===== config.mk =====
export PLATFORM = sky130hd
export DESIGN_NAME = lsb_mem_responder
export DESIGN_NICKNAME = d
export VERILOG_FILES = /design/src/rtl/lsb_mem_responder.sv
export SDC_FILE = /design/constraint.sdc
export NUM_CORES = 1
export LEC_CHECK = 0
export BUFFER_PORTS_ARGS = -buffer_cell sky130_fd_sc_hd__buf_4
export CAP_MARGIN = 20
export CORE_ASPECT_RATIO = 0.75
export CORE_MARGIN = 2
export CORE_UTILIZATION = 61
export CTS_CLUSTER_SIZE = 28
export DETAILED_ROUTE_END_ITERATION = 10
export MAX_ROUTING_LAYER = met4
export PLACE_DENSITY = 0.83
export SKIP_CTS_REPAIR_TIMING = 1
export SLEW_MARGIN = 25
export SYNTH_ARGS = -nofsm -noshare
export SYNTH_HDL_FRONTEND = slang
export SYNTH_SLANG_ARGS = --single-unit

===== constraint.sdc =====
create_clock -name clk -period 5.3 [get_ports clk]
set_input_delay 0 -clock clk [delete_from_list [all_inputs] [get_ports clk]]
set_output_delay 0 -clock clk [all_outputs]
set_load 0.005 [all_outputs]

===== src/rtl/lsb_mem_responder.sv =====
// Memory-side responder for the load/store buffer.
// Serializes one load or store at a time into byte accesses on the 8-bit
// RAM/IO bus, assembles and extends load data, and pulses completion.
module lsb_mem_responder #(
  parameter logic [6:0] LD_TYPE    = 7'b0000011,
  parameter logic [6:0] ST_TYPE    = 7'b0100011,
  parameter logic [1:0] IO_ADDR_HI = 2'b11
) (
  input  logic        clk,
  input  logic        rst,
  input  logic        rdy,
  input  logic        rob_clear,
  input  logic        in_lsb_ready,
  input  logic [2:0]  op_in,
  input  logic [6:0]  instr_type_in,
  input  logic [31:0] data_addr_in,
  input  logic [31:0] data_in,
  output logic        welcome_lsb,
  output logic        cache_ready,
  output logic [6:0]  cache_instr_type,
  output logic [31:0] cache_data_out,
  input  logic [7:0]  mem_din,
  output logic [7:0]  mem_dout,
  output logic [31:0] mem_a,
  output logic        mem_wr,
  input  logic        io_buffer_full
);

  localparam int unsigned CNT_W  = 3;
  localparam int unsigned DATA_W = 32;

  localparam logic [1:0] S_IDLE  = 2'd0;
  localparam logic [1:0] S_READ  = 2'd1;
  localparam logic [1:0] S_WRITE = 2'd2;
  localparam logic [1:0] S_DONE  = 2'd3;

  logic [1:0]        state, state_d;
  logic [CNT_W-1:0]  cnt, cnt_d;
  logic [2:0]        op_q, op_d;
  logic [6:0]        type_q, type_d;
  logic [DATA_W-1:0] addr_q, addr_d;
  logic [DATA_W-1:0] data_q, data_d;
  logic [DATA_W-1:0] asm_q, asm_d;
  logic [7:0]        din_q;
  logic              stall_q;

  logic              welcome_d;
  logic              ready_d;
  logic [6:0]        ctype_d;
  logic [DATA_W-1:0] cdata_d;
  logic [DATA_W-1:0] mem_a_d;
  logic [7:0]        mem_dout_d;
  logic              mem_wr_d;

  logic [CNT_W-1:0]  n_bytes;
  logic [1:0]        cap_idx;
  logic [7:0]        din_sel;
  logic [DATA_W-1:0] asm_cap;
  logic [DATA_W-1:0] ext;
  logic [DATA_W-1:0] done_data;
  logic              io_stall;

  // Reads are pipelined two deep behind mem_a; a rdy-low freeze would drop
  // the byte arriving on the first frozen edge, so it is parked in din_q
  // and used on the resume edge instead of mem_din.
  always_comb begin
    n_bytes = CNT_W'(4);
    case (op_q[1:0])
      2'b00:   n_bytes = CNT_W'(1);
      2'b01:   n_bytes = CNT_W'(2);
      default: n_bytes = CNT_W'(4);
    endcase
    cap_idx = 2'(cnt - CNT_W'(2));
    din_sel = stall_q ? din_q : mem_din;
    asm_cap = asm_q;
    asm_cap[{cap_idx, 3'b000} +: 8] = din_sel;
    case (op_q)
      3'b000:  ext = {{24{asm_cap[7]}}, asm_cap[7:0]};
      3'b001:  ext = {{16{asm_cap[15]}}, asm_cap[15:0]};
      3'b100:  ext = {24'd0, asm_cap[7:0]};
      3'b101:  ext = {16'd0, asm_cap[15:0]};
      default: ext = asm_cap;
    endcase
    done_data = (type_q == ST_TYPE) ? '0 : ext;
    io_stall  = (addr_q[17:16] == IO_ADDR_HI) && io_buffer_full;
  end

  // Next-state and next-output logic.
  always_comb begin
    state_d    = state;
    cnt_d      = cnt;
    op_d       = op_q;
    type_d     = type_q;
    addr_d     = addr_q;
    data_d     = data_q;
    asm_d      = asm_q;
    welcome_d  = welcome_lsb;
    ready_d    = 1'b0;
    ctype_d    = cache_instr_type;
    cdata_d    = cache_data_out;
    mem_a_d    = mem_a;
    mem_dout_d = mem_dout;
    mem_wr_d   = 1'b0;

    case (state)
      S_IDLE: begin
        welcome_d = 1'b1;
        if (in_lsb_ready && !rob_clear) begin
          op_d      = op_in;
          type_d    = instr_type_in;
          addr_d    = data_addr_in;
          data_d    = data_in;
          asm_d     = '0;
          cnt_d     = '0;
          welcome_d = 1'b0;
          state_d   = (instr_type_in == LD_TYPE) ? S_READ : S_WRITE;
        end
      end

      S_READ: begin
        if (rob_clear) begin
          state_d   = S_IDLE;
          welcome_d = 1'b1;
          cnt_d     = '0;
        end else begin
          if (cnt < n_bytes) begin
            mem_a_d = addr_q + DATA_W'(cnt);
          end
          if (cnt >= CNT_W'(2)) begin
            asm_d = asm_cap;
          end
          if (cnt == n_bytes + CNT_W'(1)) begin
            state_d = S_DONE;
            ready_d = 1'b1;
            ctype_d = type_q;
            cdata_d = done_data;
          end
          cnt_d = cnt + CNT_W'(1);
        end
      end

      S_WRITE: begin
        if (cnt == n_bytes) begin
          state_d = S_DONE;
          ready_d = 1'b1;
          ctype_d = type_q;
          cdata_d = done_data;
        end else if (!io_stall) begin
          mem_a_d    = addr_q + DATA_W'(cnt);
          mem_dout_d = data_q[{cnt[1:0], 3'b000} +: 8];
          mem_wr_d   = 1'b1;
          cnt_d      = cnt + CNT_W'(1);
        end
      end

      default: begin
        state_d   = S_IDLE;
        welcome_d = 1'b1;
        cnt_d     = '0;
      end
    endcase
  end

  // State and output registers; rdy low holds everything but drops mem_wr.
  always_ff @(posedge clk or negedge rst) begin
    if (!rst) begin
      state            <= S_IDLE;
      cnt              <= '0;
      op_q             <= '0;
      type_q           <= '0;
      addr_q           <= '0;
      data_q           <= '0;
      asm_q            <= '0;
      din_q            <= '0;
      stall_q          <= 1'b0;
      welcome_lsb      <= 1'b1;
      cache_ready      <= 1'b0;
      cache_instr_type <= '0;
      cache_data_out   <= '0;
      mem_a            <= '0;
      mem_dout         <= '0;
      mem_wr           <= 1'b0;
    end else if (!rdy) begin
      mem_wr  <= 1'b0;
      stall_q <= 1'b1;
      if (!stall_q) begin
        din_q <= mem_din;
      end
    end else begin
      stall_q          <= 1'b0;
      state            <= state_d;
      cnt              <= cnt_d;
      op_q             <= op_d;
      type_q           <= type_d;
      addr_q           <= addr_d;
      data_q           <= data_d;
      asm_q            <= asm_d;
      welcome_lsb      <= welcome_d;
      cache_ready      <= ready_d;
      cache_instr_type <= ctype_d;
      cache_data_out   <= cdata_d;
      mem_a            <= mem_a_d;
      mem_dout         <= mem_dout_d;
      mem_wr           <= mem_wr_d;
    end
  end

endmodule


# [Word level (Yosys, flattened, before mapping)]
# Index checks and enable logic that the tools add are counted.
[totals] regBits=202 input_bits=88 out_inout_bits=82
[classes] shifts=3 reduce_logical=16 bitwise_logic=3 addsub=5 n_eq_ne=21 mux=45 order_cmp=2
[op_table] op="32-bit two-way mux" n=11
[op_table] op="32-bit one-hot mux with 2 select lines" n=3
[op_table] op="32-bit one-hot mux with 4 select lines" n=1
[op_table] op="32-bit by 3-bit adder with 32-bit output" n=1
[op_table] op="32-bit bitwise mux" n=1
[op_table] op="8-bit by 7-bit variable shift with 32-bit output, first input constant" n=1
[op_table] op="32-bit by 6-bit variable part select with 8-bit output" n=1
[op_table] op="8-bit by 7-bit variable part select with 32-bit output" n=1
[op_table] op="7-bit two-way mux" n=3
[op_table] op="2-bit inequality test, second input constant" n=9
[op_table] op="7-bit one-hot mux with 2 select lines" n=1
[op_table] op="3-bit two-way mux" n=4
[op_table] op="4-bit AND reduction" n=3
[op_table] op="1-bit two-way mux" n=10
[op_table] op="2-bit two-way mux" n=5
[op_table] op="5-bit AND reduction" n=2
[op_table] op="3-bit one-hot mux with 3 select lines" n=1
[op_table] op="8-bit two-way mux" n=1
[op_table] op="7-bit by 2-bit == test with 1-bit output, second input constant" n=1
[op_table] op="7-bit by 6-bit == test with 1-bit output, second input constant" n=1
[op_table] op="5-bit negator with 7-bit output" n=1
[op_table] op="3-bit by 1-bit adder with 3-bit output, second input constant" n=2
[op_table] op="3-bit == test" n=2
[op_table] op="3-bit == test, second input constant" n=2
[op_table] op="19 further kinds" n=27

# [Depth between registers and ports, before layout]
[depth] word_depth=9 mapped_depth=13 mapped_depth_nobuf=9

# [Worst setup path after synthesis]
# Ideal clock, no wire load.
[synth_path] path_type="flip-flop to flip-flop" startpoint="register cnt[0]" endpoint="register cache_data_out[23]" slack_ns=2.315 period_less_slack_ns=2.985 setup_ns=0.122 path_stages_with_launch=9 arrival_time_ns=2.864 path_cell_list="dfrtp_1 buf_1 inv_1 ha_1 o41a_1 or3_1 buf_2 buf_2 a32o_1"
[synth_via] elab_chain_cells=9 word_cells_on_any_way=16 cone_classes="add/sub: 2; eq/ne: 4; shift: 2; mux: 7; reduce/logical: 1"
[synth_rtl] element="start: declaration" line_no="38" source="logic [CNT_W-1:0] cnt, cnt_d;"
[synth_rtl] element="start signal: assignment" line_no="192" source="cnt <= cnt_d;"
[synth_rtl] element="2-bit subtractor" line_no="73" source="cap_idx = 2'(cnt - CNT_W'(2));"
[synth_rtl] element="5-bit negator with 7-bit output" line_no="76" source="asm_cap[{cap_idx, 3'b000} +: 8] = din_sel;"
[synth_rtl] element="8-bit by 7-bit variable part select with 32-bit output or 8-bit by 7-bit variable shift with 32-bit output (tied branches)" line_no="76"
[synth_rtl] element="32-bit bitwise mux" line_no="76"
[synth_rtl] element="32-bit one-hot mux with 4 select lines" line_no="77" source="case (op_q)"
[synth_rtl] element="32-bit two-way mux" line_no="84" source="done_data = (type_q == ST_TYPE) ? '0 : ext;"
[synth_rtl] element="32-bit two-way mux" line_no="132" source="if (cnt == n_bytes + CNT_W'(1)) begin"
[synth_rtl] element="32-bit two-way mux" line_no="121" source="if (rob_clear) begin"
[synth_rtl] element="32-bit one-hot mux with 2 select lines" line_no="105" source="case (state)"
[synth_rtl] element="end signal: assignment" line_no="201" source="cache_data_out <= cdata_d;"
[synth_rtl] element="end: declaration" line_no="21" source="output logic [31:0] cache_data_out,"
# Parallel ways exist; a longest one is shown, timed or not. The select of a mux whose other input is x is not followed.
# A chain may end at the register's enable or synchronous reset.

# [Worst setup path in the final report]
[layout_path] startpoint="register op_q[1]" endpoint="register mem_a[27]"
[layout_via] elab_chain_cells=5 word_cells_on_any_way=8 cone_classes="order compare: 1; eq/ne: 4; mux: 1; reduce/logical: 2"
[layout_rtl] element="start: declaration" line_no="39" source="logic [2:0] op_q, op_d;"
[layout_rtl] element="start signal: assignment" line_no="193" source="op_q <= op_d;"
[layout_rtl] element="2-bit by 1-bit == test with 1-bit output or 2-bit zero test (tied branches)" line_no="68" source="case (op_q[1:0])"
[layout_rtl] element="3-bit one-hot mux with 2 select lines *" line_no="68"
[layout_rtl] element="3-bit less-than comparator or 3-bit == test (tied branches)" line_no="126, 143"
[layout_rtl] element="2-bit inequality test (no source line)"
[layout_rtl] element="6-bit AND reduction (no source line) *"
[layout_rtl] element="end signal: assignment" line_no="202" source="mem_a <= mem_a_d;"
[layout_rtl] element="end: declaration" line_no="24" source="output logic [31:0] mem_a,"
# Mark *: on every way between the ends. The rest lies on a longest branch, timed or not.

==> flow_summary.ini <==
[die]
io_pins = 170
die_x_um = 150
die_h_um = 113
rows = 39
core_area_um2 = 15400
initial_core_util_pct = 63.2
die_area_um2 = 17000

[yosys]
synth-edff-count = 0
syn_inst = 805
syn_area_um2 = 9750
synth_nets = 911
synth_area_leader_cell = dfrtp_1
yosys.area.top_type_share_pct = 51.6
yosysWarnings = 0
synthMostInstantiatedCell = dfrtp_1
synth_area_leaders = dfrtp_1 (52%), mux2_2 (14%), a22o_1 (3.7%)
yosysUniqueCellTypes = 59
synth_seq_area_share_pct = 51.9
synthTopCellsByCount = dfrtp_1 (201), mux2_2 (121), a22o_1 (41)
syn_avg_cell_area_um2 = 12.1
ys.flop_type = dfrtp_1
ys_seq_elements = 202
async_reset_ff_share_pct = 100

[power_and_ir_drop]
switching_share_pct = 35.8
leakage_nw = 5.58
power_density_nw_per_um2 = 517
ir_drop_uv = 328
pwr-share-comb_pct = 37.3
p_clk_share_pct = 21.2
p_int_mw = 4.20
power_switching_mw = 2.34
p_seq_share_pct = 41.4

[grt]
overflow = 0
grt_pass1_vias = 7585
antenna_found_initial = 0
grt_max_degree = 87
grt_pass1_wl_mm = 39.4
grt_usage_pct = 30.0

[sta]
worst_slew_margin_rel_pct = 32.5
whs_ns = 0.0526
finalSetupTns_ns = 0
rsz0062_at_grt = no
finalHoldViolCount = 0
min_period_over_period_pct = 77.9
worst_pin_slew_ns = 1.01
fin_worst_skew_ns = 0.0154
slew_viol_final = 0
finalCriticalPeriod_ns = 4.13
setup_viol_count_final = 0
fmax_ghz = 0.242

[worst_hold_path]
hp-class = in -> reg
hold_start = in_lsb_ready
worstHoldPathCells = 3

[worst_setup_path]
reg2reg_from = op_q[1]$_DFFE_PN0P_
cp.arrival_ns = 4.48
cp-end-kind = register
startpoint = op_q[1]$_DFFE_PN0P_
worst_ep_required_time_ns = 5.65
crit_type = reg -> reg
worstPathMaxFanout = 21
cp-start-kind = register
r2r_cells = 10

[finish]
fill_cells = 867
syn2layout_area_growth_pct = 29.9
diodes = 0
fin_cells = 1251
multiInputGateArea_um2 = 4420
layout.nets = 1141
drive_above_1_share_pct = 33.7
ff_latch_area_um2 = 5060

[clock_tree]
cts.clk_slew.worst_paths_ns = 0.06
cts_buffers = 20
tritoncts = yes
cts.sinks = 202
clock_path_buffers = 3
cts_root_buffer = clkbuf_16
insertion_delay_ns = 0.49
htree_levels = 1

[routing]
drc = 0
routed_wl_mm = 27.8
drt_iter0_markers = 670
routed-via-count = 8051
viasPerCell = 6.44
ant_nets = 0
dr.pass1.iters = 5
post_drt_wl_per_cell_um = 22.2

[outcome]
status = finished, final reports clean

[place]
gp_congestion = 0.861
place_inst = 1132
place_hpwl_mm = 17.3
port_buffers = 169

[flow_run]
cap_violations = 0
[worst paths after layout]
check,end,slack (ns)
max reg2reg,mem_a[27]$_DFFE_PN0P_,1.17
max in group asynchronous,mem_a[30]$_DFFE_PN0P_,3.85
min,welcome_lsb$_DFFE_PN1P_,0.05
min reg2reg,asm_q[1]$_DFFE_PN0P_,0.49
min in group asynchronous,data_q[14]$_DFFE_PN0P_,0.11
max,mem_a[27]$_DFFE_PN0P_,1.17
[cell usage in the layout (no fill, tap or decap), drive strengths merged, types with 14 or more instances in the layout]
| master | instances |
|---|---|
| dlygate4sd3 | 85 |
| nor2b | 14 |
| o31ai | 14 |
| ha | 17 |
| nand2b | 18 |
| nor2 | 14 |
| a22o | 41 |
| buf | 178 |
| dfrtp | 201 |
| nand2 | 30 |
| or4 | 17 |
| nand3 | 14 |
| a31oi | 38 |
| a21oi | 16 |
| clkbuf | 31 |
| mux2 | 121 |
| o211ai | 17 |
| a32o | 16 |
| inv | 18 |
| o21ai | 28 |
[layer usage]
metal / part of all wire (%) / GRT usage [%] / wire (um)
met5: 0 / - / 0
met4: 2.9 / 6.98 / 802
met3: 7.5 / 6.08 / 2100
met2: 49 / 45.4 / 13500
met1: 41 / 42.5 / 11400
[state kept, by name (all words and copies together) (netlist names)]
register / count
cnt: 3
cache_instr_type: 7
state: 2
mem_a: 32
type_q: 7
asm_q: 32
cache_ready: 1
cache_data_out: 32
data_q: 32
mem_wr: 1
op_q: 3
addr_q: 32
stall_q: 1
mem_dout: 8
din_q: 8
welcome_lsb: 1
[logic make-up after synthesis]
family | Yosys count | synth area share [%]
buf+inv | 74 | 3.06
flops | 202 | 51.9
mux | 138 | 16.8
compound gates | 205 | 15.4
xor+xnor | 13 | 1.17
simple gates | 155 | 9.39
fa+ha+maj | 18 | 2.39
[worst max-delay path, cell delays in order (launching register included)]
cell and delay (ns):
dfrtp_1 0.65, nor2_1 0.68, inv_1 0.11, ha_1 0.21, inv_1 0.05, ha_1 0.25, nand4_1 0.13, and2_1 0.62
and3_1 0.82, buf_4 0.33, a31oi_1 0.11
[layout make-up]
class | count | area share [%]
clock buffer | 30 | 4.89
clock inverter | 3 | 0.148
inverter | 18 | 0.534
multi-input combinational | 529 | 34.9
sequential | 202 | 39.9
tap | 205 | 2.03
timing repair buffer | 264 | 17.5
[metrics by stage]
step                      area (um2)  setup slack, ns  total power [mW]  util [%]
after floorplan                 9750             2.31              4.03         -
after global placement         11100             1.46              4.83      72.2
after detailed placement       11100             1.30              4.99      72.2
after CTS                      11800             1.29              6.40      76.4
after global routing           12700            0.912              6.88      82.1
final                          12700             1.17              6.55      82.1
[power groups by stage]
stage               Clock, mW  Sequential (mW)  Combinational (mW)
finish                   1.39             2.71                2.44
global route             1.46             2.78                2.64
CTS                      1.40             2.66                2.34
detailed placement          0             2.67                2.31
global placement            0             2.63                2.20
floorplan                   0             2.48                1.55
No activity file was read; power rests on OpenSTA's default activity.
